===== src/rtl/cov_toggle_collector.sv =====
// Toggle-coverage collector.
// Each channel arms on its first enabled sample, then counts one hit for every
// enabled cycle in which its sampled value differs from the previously seen
// value. Counters saturate. A single-cycle read port returns a counter value
// one cycle after the request, and a registered summary reports how many
// channels have reached the coverage threshold.
module cov_toggle_collector #(
  parameter int NUM_CH     = 8,
  parameter int SIG_W      = 8,
  parameter int CNT_W      = 16,
  parameter int HIT_THRESH = 1,
  localparam int IDX_W     = (NUM_CH > 1) ? $clog2(NUM_CH) : 1,
  localparam int COV_W     = $clog2(NUM_CH + 1)
) (
  input  logic                    clock,
  input  logic                    reset,
  input  logic [NUM_CH*SIG_W-1:0] sample_i,
  input  logic                    cov_en,
  input  logic                    cov_clear,
  input  logic                    rd_req,
  input  logic [IDX_W-1:0]        rd_idx,
  output logic                    rd_valid,
  output logic [CNT_W-1:0]        rd_cnt,
  output logic                    rd_covered,
  output logic                    rd_err,
  output logic [COV_W-1:0]        covered_cnt,
  output logic                    all_covered
);

  localparam logic [CNT_W-1:0] CNT_MAX = {CNT_W{1'b1}};
  localparam logic [CNT_W-1:0] THRESH  = CNT_W'(HIT_THRESH);

  // Number of set bits in the per-channel hit vector.
  function automatic logic [COV_W-1:0] popcount(input logic [NUM_CH-1:0] v);
    logic [COV_W-1:0] n;
    n = '0;
    for (int i = 0; i < NUM_CH; i++) begin
      n = n + COV_W'(v[i]);
    end
    return n;
  endfunction

  logic [SIG_W-1:0]  last_r     [NUM_CH];
  logic [CNT_W-1:0]  cnt_r      [NUM_CH];
  logic [NUM_CH-1:0] armed_r;

  logic [SIG_W-1:0]  last_nxt_s [NUM_CH];
  logic [CNT_W-1:0]  cnt_nxt_s  [NUM_CH];
  logic [NUM_CH-1:0] armed_nxt_s;
  logic [NUM_CH-1:0] hit_s;
  logic [CNT_W-1:0]  rd_sel_s;
  logic              idx_bad_s;
  logic [COV_W-1:0]  pop_s;

  // Per-channel next state: clear beats enable; first enabled sample only arms.
  always_comb begin
    armed_nxt_s = armed_r;
    for (int c = 0; c < NUM_CH; c++) begin
      last_nxt_s[c] = last_r[c];
      cnt_nxt_s[c]  = cnt_r[c];
      if (cov_clear) begin
        cnt_nxt_s[c]   = '0;
        armed_nxt_s[c] = 1'b0;
      end else if (cov_en) begin
        if (!armed_r[c]) begin
          last_nxt_s[c]  = sample_i[c*SIG_W +: SIG_W];
          armed_nxt_s[c] = 1'b1;
        end else if (sample_i[c*SIG_W +: SIG_W] != last_r[c]) begin
          last_nxt_s[c] = sample_i[c*SIG_W +: SIG_W];
          if (cnt_r[c] != CNT_MAX) begin
            cnt_nxt_s[c] = cnt_r[c] + CNT_W'(1);
          end else begin
            cnt_nxt_s[c] = cnt_r[c];
          end
        end else begin
          last_nxt_s[c] = last_r[c];
        end
      end else begin
        cnt_nxt_s[c] = cnt_r[c];
      end
    end
  end

  // Channel state registers.
  always_ff @(posedge clock) begin
    if (reset) begin
      for (int c = 0; c < NUM_CH; c++) begin
        last_r[c] <= '0;
        cnt_r[c]  <= '0;
      end
      armed_r <= '0;
    end else begin
      for (int c = 0; c < NUM_CH; c++) begin
        last_r[c] <= last_nxt_s[c];
        cnt_r[c]  <= cnt_nxt_s[c];
      end
      armed_r <= armed_nxt_s;
    end
  end

  // Per-channel coverage flags and read-port channel select from current counts.
  always_comb begin
    hit_s    = '0;
    rd_sel_s = '0;
    for (int c = 0; c < NUM_CH; c++) begin
      hit_s[c] = (cnt_r[c] >= THRESH);
      if (rd_idx == IDX_W'(c)) begin
        rd_sel_s = cnt_r[c];
      end else begin
        rd_sel_s = rd_sel_s;
      end
    end
  end

  assign idx_bad_s = (32'(rd_idx) >= 32'(NUM_CH));
  assign pop_s     = popcount(hit_s);

  // Read response: samples counters before this cycle's updates; holds when idle.
  always_ff @(posedge clock) begin
    if (reset) begin
      rd_valid   <= 1'b0;
      rd_cnt     <= '0;
      rd_covered <= 1'b0;
      rd_err     <= 1'b0;
    end else begin
      rd_valid <= rd_req;
      if (rd_req) begin
        if (idx_bad_s) begin
          rd_cnt     <= '0;
          rd_covered <= 1'b0;
          rd_err     <= 1'b1;
        end else begin
          rd_cnt     <= rd_sel_s;
          rd_covered <= (rd_sel_s >= THRESH);
          rd_err     <= 1'b0;
        end
      end else begin
        rd_cnt     <= rd_cnt;
        rd_covered <= rd_covered;
        rd_err     <= rd_err;
      end
    end
  end

  // Coverage summary, one cycle behind the counters.
  always_ff @(posedge clock) begin
    if (reset) begin
      covered_cnt <= '0;
      all_covered <= 1'b0;
    end else begin
      covered_cnt <= pop_s;
      all_covered <= (pop_s == COV_W'(NUM_CH));
    end
  end

endmodule


===== config.mk =====
export PLATFORM = sky130hd
export DESIGN_NAME = cov_toggle_collector
export DESIGN_NICKNAME = d
export VERILOG_FILES = /design/src/rtl/cov_toggle_collector.sv
export SDC_FILE = /design/constraint.sdc
export NUM_CORES = 1
export LEC_CHECK = 0
export CORE_AREA = 2 2 145 147
export CTS_BUF_LIST = sky130_fd_sc_hd__clkbuf_4 sky130_fd_sc_hd__clkbuf_8 sky130_fd_sc_hd__clkbuf_16
export DETAILED_ROUTE_END_ITERATION = 6
export DIE_AREA = 0 0 147 149
export PLACE_DENSITY = 0.85
export SLEW_MARGIN = 20
export SYNTH_ARGS = -nofsm -noshare
export SYNTH_HDL_FRONTEND = slang
export SYNTH_SLANG_ARGS = --single-unit

===== constraint.sdc =====
create_clock -name clock -period 4 [get_ports clock]
set_input_delay 1.2 -clock clock [delete_from_list [all_inputs] [get_ports clock]]
set_output_delay 1.2 -clock clock [all_outputs]
set_load 0.005 [all_outputs]

Word-level counts from Yosys, hierarchy flattened
Memory sizes are Yosys's and may differ from the RTL's.
Index checks and enable logic that the tools add are counted.

operators by class
  add/sub/neg operators = 15
  $mul = 0
  divide/modulo/power cells = 0
  $lt $le $gt $ge = 9
  equal/unequal tests = 24
  shifts and indexed selects = 0
  mux-type cells = 99
  bitwise gates (word level) = 16
  reduce and logical (&&, ||, !) cells = 2

operator list
  operator               number
  $mux 16                56
  $mux 8                 40
  $ge 16x1->1 const B    9
  $add 16x1->16 const B  8
  $ne 16x16->1 const B   8
  $ne 8x8->1             8
  $add 4x1->4            4
  $or 1x1->1             16
  $eq 3x3->1 const B     4
  $eq 3x2->1 const B     2
  $add 3x1->4            1
  $eq 4x4->1 const B     1
  $add 2x1->3            1
  $eq 3x1->1 const B     1
  $logic_not 3->1        1
  $mux 1                 3
  $add 1x1->2            1
  $reduce_or 2->1        1

word-level totals
  flip-flop bits (word level) = 24
  bits in latches = 0
  RAM bits = 192
  memory bits (read-only) = 0
  memories kept = 2

memory list
  name    words  bits a word  read ports  clocked after Yosys merged registers in  wr ports  line  text
  cnt_r   8      16           8           0                                        8         44    logic [CNT_W-1:0] cnt_r [NUM_CH];
  last_r  8      8            8           0                                        8         43    logic [SIG_W-1:0] last_r [NUM_CH];

Longest topological paths before layout
  word-level depth = 10
  depth in mapped cells = 12
  mapped depth without buffers = 12

Least setup slack after synthesis
Ideal clock, no wire load.

  kind = reg-to-reg
  start = memory cnt_r[0][0]
  end = register all_covered
  arrival = 3.371 ns
  required time = 3.884 ns
  slack = 0.513 ns
  stages on the path, launching flop included = 13
  path buffers = 0
  period minus slack after synthesis = 3.487 ns
  cell sequence = dfxtp_1 > inv_1 > ha_1 > nor4b_1 > and4_1 > fa_1 > fa_1 > inv_1 > fa_1 > ha_1 > fa_1 > nor2_1 > and3_1

RTL lines
  item                    line  text
  start: declaration      44
  end signal: assignment  152   all_covered <= (pop_s == COV_W'(NUM_CH));
  end: declaration        27    output logic all_covered

==> qor.yml <==
run_status:
  status: "finished clean"
clock_network:
  path_clk_slew_ps: 70
  post_cts_buffers: 0
  cts_buffers: 23
  cts_tree: "yes"
  clkLatencyLatePin_ps: 520
  clkSinkCount: 216
  hold_buffers: 0
  cts_resized: 0
  cts_max_path_buffers: 3
  cts_max_level: 1
  cts_root_buf: "clkbuf_16"
floorplanning:
  pin_count: 96
  initial_core_util_pct: 57.8
  die_area_um2: 21900
  chipWidth_um: 147
  core_um2: 20600
  die_y_um: 149
  num_rows: 53
critical_path:
  r2r_cells: 12
  critPathMaxStageDelay_ps: 550
  cp-end-kind: "flop"
  start_kind: "flop"
  critPathKind: "flop to flop"
  worst-path-stages: 12
  crit_buf_inv: 2
  path_cells: "inv_1 -> ha_1 -> nor4_1 -> and4_1 -> fa_1 -> fa_1 -> inv_1 -> fa_1 -> ha_1 -> fa_1 -> nor2_1 -> and3_1"
  rrSetupSlack_ps: 250
  cp.required_ps: 4410
  r2r_end: "all_covered"
  setup.worst_path.start: "cnt_r[0][1]"
  crit_top_cell: "fa_1"
  critical_path.endpoint: "all_covered"
  r2r-start: "cnt_r[0][1]"
  cp_data_arrival_time_ps: 4170
  critPathMaxFanout: 6
  cp_slowest_cell: "fa_1"
  crit_family: "adder cells"
finish:
  drive_above_1_share_pct: 8.07
  diodes: 0
  stdcell_count: 1700
  n_fill_cell: 1644
  nets: 1515
  area_growth_pct: 15.9
sta:
  tightest_slew_ps: 929
  setup_viol_count_final: 0
  hold_viol_final: 0
  finalCriticalPeriod_ps: 3750
  relSlewSlack_pct: 38.0
  holdWs_ps: 486
  tns_ps: 0
  grt_setup_unrepaired: "no"
  fmax_mhz: 267
  finClkSkew_ps: 19.9
  finalCritPeriodShare_pct: 93.8
  drv_slew: 0
yosys:
  seq_area_frac_synth_pct: 36.4
  synthCells: 1332
  async_reset_ff_share_pct: 0
  netlist_area_um2: 11900
  yosys_warnings: 0
  synth.net_count: 1435
  syn_avg_cell_area_um2: 8.92
  synth-edff-count: 0
  synth-main-ff-cell: "dfxtp_1"
  synth-seq-cells: 216
  synth_cell_types: 83
routing:
  dr.pass1.iters: 5
  avgViaCountPerCell: 6.06
  first_iter_violations: 849
  wire_per_inst_um: 18.9
  drt_wl_total_um: 32100
  drcViolationCount: 0
  vias: 10300
  antenna_left: 0
hold_path:
  hold_path_class: "flop to flop"
global_routing:
  grt.total_usage_pct: 29.0
  first_global_vias: 10100
  grt_max_degree: 88
  grt-ovfl-total: 0
  antenna_found_initial: 0
  grt_pass1_wl_um: 51700
placement:
  place_inst: 1662
  dpl.hpwl_um: 23600
  io_buffers: 94
  gp_congestion: 1.04
power_and_ir_drop:
  powerDensity_nw_per_um2: 343
  p_leak_uw: 0.00482
  irDropWorstVdd_v: 0.000299
run:
  maxCapViolCount: 0
==> sequential cells by signal, indices dropped and copies added (netlist names) <==
signal and cells:
last_r 64, covered_cnt 4, rd_covered 1, armed_r 1
cnt_r 128, rd_cnt 16, rd_valid 1, all_covered 1
==> worst reg2reg max path: stages, from the launching register on <==
cell and delay [ps]:
dfxtp_1 410, inv_1 100, ha_1 180, nor4_1 170
and4_1 290, fa_1 470, fa_1 550, inv_1 50
fa_1 470, ha_1 220, fa_1 520, nor2_1 40
and3_1 160
==> report_power, final <==
group          internal [µW]  total, µW  switching [µW]
Sequential              2200       2230            32.7
Clock                   1200       2060             856
Combinational            213        438             225
Total                   3610       4730            1110
==> cells in the mapped netlist (all sizes together) (8+ instances only) <==
cell type / instances / area [µm²]
buf: 25 / 155
ha: 27 / 338
xnor2: 106 / 928
and4: 11 / 98.8
nand4: 56 / 372
inv: 37 / 139
and3: 19 / 120
mux4: 8 / 184
nand2: 47 / 176
and2: 12 / 75.1
o21ai: 21 / 105
or3: 9 / 56.3
nor4b: 13 / 114
mux2: 8 / 90.1
nor3: 25 / 141
nor4: 55 / 414
clkbuf: 38 / 144
nand2b: 8 / 50.1
a211oi: 15 / 123
dfxtp: 216 / 4320
mux2i: 96 / 961
xor2: 67 / 587
nor2: 228 / 856
nor3b: 9 / 67.6
a21oi: 33 / 184
nor2b: 8 / 50.1
nand3: 52 / 265
==> logic make-up after synthesis <==
group                      Yosys count  synth area share, %
muxes                              112                 10.4
and+or+nand+nor                    572                 25.5
buffers and inverters              101                 3.72
DFF                                216                 36.4
xor gates and xnor gates           173                 12.8
other                                1               0.0316
adders and majority gates           31                 3.52
AOI/OAI and AO/OA                  126                 7.74
==> per-layer routing <==
metal,GRT usage [%],wire length (µm),up-vias
met3,4.83,2340,90
met5,0,0,-
li1,-,-,4885
met4,11.6,1220,0
met2,49.3,15100,411
met1,36.9,13400,4918
==> through the flow <==
step           setup slack (ps)  utilization (%)  total power, µW  instance area (µm²)
2_1_floorplan               513                -             2530                11900
3_3_place_gp                348             63.5             2700                13000
3_5_place_dp                281             63.5             2710                13000
4_1_cts                     249             67.0             4750                13800
5_1_grt                    41.9             67.0             4870                13800
6_report                    248             67.0             4730                13800
==> worst min path at each step <==
stage	cells past startpoint	from	slack, ps	to
2_1_floorplan	2	cnt_r[0][15]	470	cnt_r[0][15]
3_3_place_gp	2	rd_cnt[6]	480	rd_cnt[6]
3_5_place_dp	2	rd_cnt[5]	480	rd_cnt[5]
4_1_cts	2	rd_cnt[5]	490	rd_cnt[5]
5_1_grt	2	rd_cnt[10]	510	rd_cnt[10]
6_report	2	rd_cnt[5]	490	rd_cnt[5]
==> final cells by class <==
type,instances,area [µm²],share of cell area (%)
inverter,38,143,1.04
clock inverter,3,18.8,0.136
clock buffer,35,703,5.11
timing repair buffer,118,1120,8.12
sequential,216,4320,31.4
multi-input combinational,1015,7120,51.7
tap,275,344,2.50
==> cells in the final DEF (no fill, tap or decap), types with 9 or more instances in the layout <==
cell type,instances
clkdlybuf4s50_1,91
a21oi_1,28
and4_1,10
xor2_1,67
clkbuf_16,23
nor4b_1,13
nor3b_1,9
ha_1,27
nor2_1,228
a211oi_1,13
and2_1,12
nand4_1,54
nand3_1,51
nor4_1,48
buf_4,23
or3_1,9
nand2_1,47
dfxtp_1,216
nor3_1,23
o21ai_0,19
xnor2_1,106
and3_1,18
inv_1,37
mux2i_1,96
Power figures use the tool's default switching activity.
